[config.mk]
export PLATFORM = sky130hd
export DESIGN_NAME = fp_mul_seq
export DESIGN_NICKNAME = d
export VERILOG_FILES = /design/src/rtl/fp_mul_seq.sv
export SDC_FILE = /design/constraint.sdc
export NUM_CORES = 2
export LEC_CHECK = 0
export ABC_CLOCK_PERIOD_IN_PS = 17000
export BUFFER_PORTS_ARGS = -buffer_cell sky130_fd_sc_hd__buf_2
export CORE_ASPECT_RATIO = 1.75
export CORE_MARGIN = 3
export CORE_UTILIZATION = 35
export CTS_CLUSTER_DIAMETER = 50
export DETAILED_ROUTE_END_ITERATION = 7
export PLACE_DENSITY_LB_ADDON = 0.3
export REMOVE_ABC_BUFFERS = 1
export SLEW_MARGIN = 20
export SYNTH_ARGS = -nofsm -noshare
export SYNTH_HDL_FRONTEND = slang
export SYNTH_SLANG_ARGS = --single-unit
[constraint.sdc]
create_clock -name clk -period 17 [get_ports clk]
set_input_delay 2.55 -clock clk [delete_from_list [all_inputs] [get_ports clk]]
set_output_delay 2.55 -clock clk [all_outputs]
set_load 0.005 [all_outputs]
[src/rtl/fp_mul_seq.sv]
// Sequential binary64 multiplier: 53-cycle shift-add significand product,
// round-to-nearest-even, DAZ inputs and FTZ outputs, start/done handshake.
module fp_mul_seq (
  input  logic        clk,
  input  logic        rst,
  input  logic        start,
  input  logic [63:0] fp_a,
  input  logic [63:0] fp_b,
  output logic [63:0] fp_out,
  output logic        done,
  output logic        busy,
  output logic        overflow,
  output logic        underflow,
  output logic        invalid
);
  typedef enum logic [2:0] {IDLE, PREPARE, MULT, NORMALIZE, ROUND, PACK, DONE} state_t;

  localparam logic [63:0] QNAN = 64'h7FF8_0000_0000_0000;

  state_t             state_reg, state_next;
  logic [63:0]        a_reg, b_reg, result_reg;
  logic               sign_reg, special_reg;
  logic signed [12:0] exp_reg;
  logic [52:0]        acc_reg, mcand_reg, mplier_reg;
  logic [51:0]        frac_reg;
  logic [5:0]         cnt_reg;
  logic               g_reg, r_reg, s_reg;

  logic [10:0]  ea, eb;
  logic [51:0]  fa, fb;
  logic         a_zero, b_zero, a_inf, b_inf, a_nan, b_nan, special;
  logic [53:0]  add_sum;
  logic [105:0] prod;
  logic         round_up;

  assign ea = a_reg[62:52];
  assign eb = b_reg[62:52];
  assign fa = a_reg[51:0];
  assign fb = b_reg[51:0];
  // Exponent field 0 covers both true zero and denormals (treated as zero).
  assign a_zero  = (ea == 11'd0);
  assign b_zero  = (eb == 11'd0);
  assign a_inf   = (ea == 11'h7FF) && (fa == 52'd0);
  assign b_inf   = (eb == 11'h7FF) && (fb == 52'd0);
  assign a_nan   = (ea == 11'h7FF) && (fa != 52'd0);
  assign b_nan   = (eb == 11'h7FF) && (fb != 52'd0);
  assign special = a_zero | b_zero | a_inf | b_inf | a_nan | b_nan;

  assign add_sum  = mplier_reg[0] ? ({1'b0, acc_reg} + {1'b0, mcand_reg}) : {1'b0, acc_reg};
  assign prod     = {acc_reg, mplier_reg};
  assign round_up = g_reg & (r_reg | s_reg | frac_reg[0]);
  assign busy     = (state_reg != IDLE);

  always_ff @(posedge clk or posedge rst) begin
    if (rst) state_reg <= IDLE;
    else     state_reg <= state_next;
  end

  always_comb begin
    state_next = state_reg;
    case (state_reg)
      IDLE:      if (start) state_next = PREPARE;
      PREPARE:   state_next = special ? PACK : MULT;
      MULT:      if (cnt_reg == 6'd1) state_next = NORMALIZE;
      NORMALIZE: state_next = ROUND;
      ROUND:     state_next = PACK;
      PACK:      state_next = DONE;
      DONE:      state_next = IDLE;
      default:   state_next = IDLE;
    endcase
  end

  always_ff @(posedge clk or posedge rst) begin
    if (rst) begin
      a_reg       <= '0;
      b_reg       <= '0;
      result_reg  <= '0;
      sign_reg    <= 1'b0;
      special_reg <= 1'b0;
      exp_reg     <= '0;
      acc_reg     <= '0;
      mcand_reg   <= '0;
      mplier_reg  <= '0;
      frac_reg    <= '0;
      cnt_reg     <= '0;
      g_reg       <= 1'b0;
      r_reg       <= 1'b0;
      s_reg       <= 1'b0;
      fp_out      <= '0;
      done        <= 1'b0;
      overflow    <= 1'b0;
      underflow   <= 1'b0;
      invalid     <= 1'b0;
    end else begin
      done <= 1'b0;
      case (state_reg)
        IDLE: begin
          if (start) begin
            a_reg     <= fp_a;
            b_reg     <= fp_b;
            overflow  <= 1'b0;
            underflow <= 1'b0;
            invalid   <= 1'b0;
          end
        end
        PREPARE: begin
          sign_reg    <= a_reg[63] ^ b_reg[63];
          special_reg <= special;
          if (a_nan | b_nan) begin
            result_reg <= QNAN;
          end else if ((a_zero & b_inf) | (a_inf & b_zero)) begin
            result_reg <= QNAN;
            invalid    <= 1'b1;
          end else if (a_inf | b_inf) begin
            result_reg <= {a_reg[63] ^ b_reg[63], 11'h7FF, 52'd0};
          end else if (a_zero | b_zero) begin
            result_reg <= {a_reg[63] ^ b_reg[63], 63'd0};
          end else begin
            // Two biases removed at once: unbiased sum = ea + eb - 2046.
            exp_reg    <= {2'b00, ea} + {2'b00, eb} - 13'd2046;
            acc_reg    <= '0;
            mcand_reg  <= {1'b1, fa};
            mplier_reg <= {1'b1, fb};
            cnt_reg    <= 6'd53;
          end
        end
        MULT: begin
          acc_reg    <= add_sum[53:1];
          mplier_reg <= {add_sum[0], mplier_reg[52:1]};
          cnt_reg    <= cnt_reg - 6'd1;
        end
        NORMALIZE: begin
          if (prod[105]) begin
            frac_reg <= prod[104:53];
            g_reg    <= prod[52];
            r_reg    <= prod[51];
            s_reg    <= |prod[50:0];
            exp_reg  <= exp_reg + 13'sd1;
          end else begin
            frac_reg <= prod[103:52];
            g_reg    <= prod[51];
            r_reg    <= prod[50];
            s_reg    <= |prod[49:0];
          end
        end
        ROUND: begin
          // The hidden bit is always set, so a carry out happens only from an all-ones fraction.
          if (round_up) begin
            if (&frac_reg) begin
              frac_reg <= '0;
              exp_reg  <= exp_reg + 13'sd1;
            end else begin
              frac_reg <= frac_reg + 52'd1;
            end
          end
        end
        PACK: begin
          if (!special_reg) begin
            if (exp_reg > 13'sd1023) begin
              result_reg <= {sign_reg, 11'h7FF, 52'd0};
              overflow   <= 1'b1;
            end else if (exp_reg < -13'sd1022) begin
              result_reg <= {sign_reg, 63'd0};
              underflow  <= 1'b1;
            end else begin
              result_reg <= {sign_reg, 11'(exp_reg + 13'sd1023), frac_reg};
            end
          end
        end
        DONE: begin
          fp_out <= result_reg;
          done   <= 1'b1;
        end
        default: ;
      endcase
    end
  end
endmodule
[After elaboration in Yosys (flattened, before gate mapping)]
Cells that the tools add are included.
Storage, ports and cells
  register bits: 498
  output and inout port bits: 69
  bits of input ports: 131
  word-level logic and storage cells: 157
Operators by class
  reductions and logical operators: 31
  $lt $le $gt $ge: 2
  multiplexer cells: 55
  $add $sub $neg: 7
  equality and inequality tests: 24
  bitwise operators: 18
Operator list (number)
  $mux W53: 8
  $mux W64: 5
  $pmux W53 S2: 2
  $mux W52: 3
  $pmux W64 S2: 1
  $mux W63: 2
  $logic_not A52 Y1: 2
  $pmux W52 S2: 1
  $reduce_bool A52 Y1: 2
  $mux W13: 7
  $add A53 B53 Y54: 1
  $mux W54: 1
  $add A52 B1 Y52 const B: 1
  $reduce_and A52 Y1: 1
  $reduce_or A51 Y1: 1
  $reduce_or A50 Y1: 1
  $pmux W13 S3: 1
  $ne A2 B2 Y1 const B: 14
  $mux W6: 4
  $eq A11 B11 Y1 const B: 2
  $logic_not A11 Y1: 2
  $pmux W3 S6: 1
  $reduce_and A5 Y1: 3
  $add A13 B2 Y13 const B: 1
  27 further kinds: 70

[Depth between registers and ports, before layout]
  depth in word-level cells: 8
  mapped depth: 16
  gate-level depth less buffers: 16

[Least setup slack after synthesis]
No wires, ideal clock.
  kind: input to register
  start point: input port start
  end point: register a_reg[0]
  library setup time: 0.065 ns
  cell stages on the path: 6
  arrival: 3.475 ns
  path buffers: 3
  slack: 13.459 ns
  data required time: 16.935 ns
  cells stage by stage: and2_1 > clkbuf_1 > clkbuf_1 > clkbuf_1 > nand2_1 > nand2_1
Between the ends
  cells in the longest elaborated chain, start to end: 1
RTL lines
  start: declaration: line 6  | input logic start,
  $reduce_and A2 Y1 (no source line)
  end signal: assignment: line 99  | a_reg <= fp_a;
  end: declaration: line 21  | logic [63:0] a_reg, b_reg, result_reg;
No other way between the ends.
A chain may end at the register's enable or synchronous reset.

==> results.toml <==
[routing]
wl_met2_mm = 35.8
first_pass_iters = 5
vias_per_cell = 5.27
dr.max_layer_used = "met5"
first_iter_violations = 1071
drt-met1-wl_mm = 29.1
drt_wl_total_mm = 70.0
drcViolationCount = 0
route.met3.wl_mm = 2.51
vias = 20400
routedWlPerCell_microns = 18.1
detail-route-antenna-nets = 0

[die]
io_pins = 200
dieArea_sq_mm = 0.0763
die_x_microns = 210
start_util_pct = 35.4
die_h_microns = 363
core_area_sq_mm = 0.0721
std_cell_rows = 130

[cts]
postCtsSetupRepairBufs = 0
postCtsHoldBufs = 0
cts_tree = "yes"
ctsResizeCount = 0
insertion_delay_ns = 0.59
clock_sinks = 498
clkSlewWorstSetupHoldPaths_ns = 0.06
cts_buffers = 47
clk_path_buf_depth = 3
cts.root.buffer_cell = "clkbuf_16"
h-tree-depth = 2

[grt]
grt_antenna_before_repair = 4
grt_pass1_vias = 20400
grt_pass1_wl_mm = 114
track_usage_pct = 18.2
grt.overflow.total = 0
grt_max_degree = 140

[final_layout]
drive_above_1_share_pct = 13.6
nets = 3125
final_core_util_pct = 39.9
area_growth_pct = 12.6
final_area_sq_mm = 0.0287
fin_cells = 3869

[min_path]
worstHoldPathType = "reg -> reg"

[worst_setup_path]
cp.required_ns = 17.65
startpoint_type = "input port"
criticalPathCategory = "in -> async"
crit_fanout = 139
end_kind = "async pin"
crit_arrival_ns = 5.86

[timing]
setup_viol = 0
skew_ns = 0.0231
setup_tns_ns = 0
rsz0062_at_grt = "no"
fin_crit_sh_pct = 30.7
holdWs_ns = 0.456
max_slew_margin_pct = 33.4
maxSlewViolCount = 0
worst_pin_slew_ns = 0.999
fmax_ghz = 0.192
worst_slack_ns = 11.78
hold_viol = 0
min_period_ns = 5.22

[synth]
yosys_warnings = 0
synth_area_sq_mm = 0.0255
async_flop_share_pct = 100
yosysSeqAreaShare_pct = 48.8
synth_edf_count = 0
ys_ff_latch = 498
synth_cell_types = 81
avgSynthCellArea_sq_um = 9.10
synthFlopType = "dfrtp_1"
synthCells = 2804

[run]
max-cap-violations = 0

[place]
place.gp.congestion = 0.878
port_buffers = 199
place_area_sq_mm = 0.0273
placed_cells = 3787
post-place-ws_ns = 10.84
hpwl_mm = 50.8

[power]
ir_drop_mv = 0.119
powerDensity_mw_per_mm2 = 182
p_leak_nw = 13.6
power_mw = 5.23

[status]
status = "completed"
[area by class of cell]
class | instances | area (sq um)
clock inverter | 12 | 92.6
tap | 924 | 1160
fill | 7304 | 43300
inverter | 47 | 184
timing repair buffer | 226 | 1210
sequential | 498 | 12500
clock buffer | 67 | 1360
antenna | 3 | 7.51
multi-input combinational | 2092 | 12300
[synth_stat cells (all sizes together) (23+ instances only)]
library cell	number	share of area, %
nor4	54	1.3
nand2	824	12
and3	23	0.57
a22oi	72	2.1
clkbuf	131	1.9
buf	36	0.76
inv	46	0.68
nand4	34	0.89
nor2	89	1.3
dfrtp	498	49
ha	79	3.9
a22o	68	2.3
a21oi	148	2.9
mux2i	66	2.6
o21ai	190	3.8
mux2	65	2.9
nor3	38	0.74
nand3	49	1.0
xnor2	41	1.4
[power breakdown]
part	switching (mW)	total (mW)	internal, mW
sequential	0.455	2.07	1.62
combinational	1.27	2.14	0.862
clock	0.458	1.03	0.571
total	2.19	5.23	3.05
[path summary, 6_finish.rpt]
check | start | to | slack [ns] | cells after the start
min | special_reg | overflow | 0.46 | 1
min reg2reg | special_reg | overflow | 0.46 | 1
max reg2reg | frac_reg[0] | exp_reg[2] | 13.18 | 11
min in group asynchronous | rst | done | 2.05 | 2
max | rst | acc_reg[52] | 11.78 | 6
max in group clk | state_reg[2] | busy | 12.61 | 3
[kinds of logic (layout without fill, tap and decap cells)]
group	after synthesis	after routing	share of synthesized area, %
compound gates	644	644	16.5
xor+xnor	59	59	2.02
simple gates	1176	1176	19.7
flops	498	498	48.8
mux	131	131	5.46
other cells	0	3	0
buf+inv	214	352	3.38
fa+ha+maj	82	82	4.11
[placed cells by master, fill, tap and decap left out, types with 49 or more instances in the layout]
master and n:
mux2_2 65, a22o_1 68, buf_2 199, o21ai_0 174
nor4_1 53, ha_1 79, nand2_1 822, mux2i_1 66
a21oi_1 146, dfrtp_1 497, nor2_1 85, clkbuf_16 49
a22oi_1 72
[routing by layer]
metal | GRT usage (%) | up-vias
li1 | - | 10100
met1 | 22.4 | 9779
met2 | 32.9 | 439
met3 | 2.11 | 105
met4 | 6.43 | 2
met5 | 0 | -
[worst max-delay path: stages]
cell and delay [ns]:
buf_2 0.13, inv_8 0.42, buf_4 0.65, buf_4 0.76, buf_12 0.61, buf_4 0.60
No activity file was read; power rests on OpenSTA's default activity.
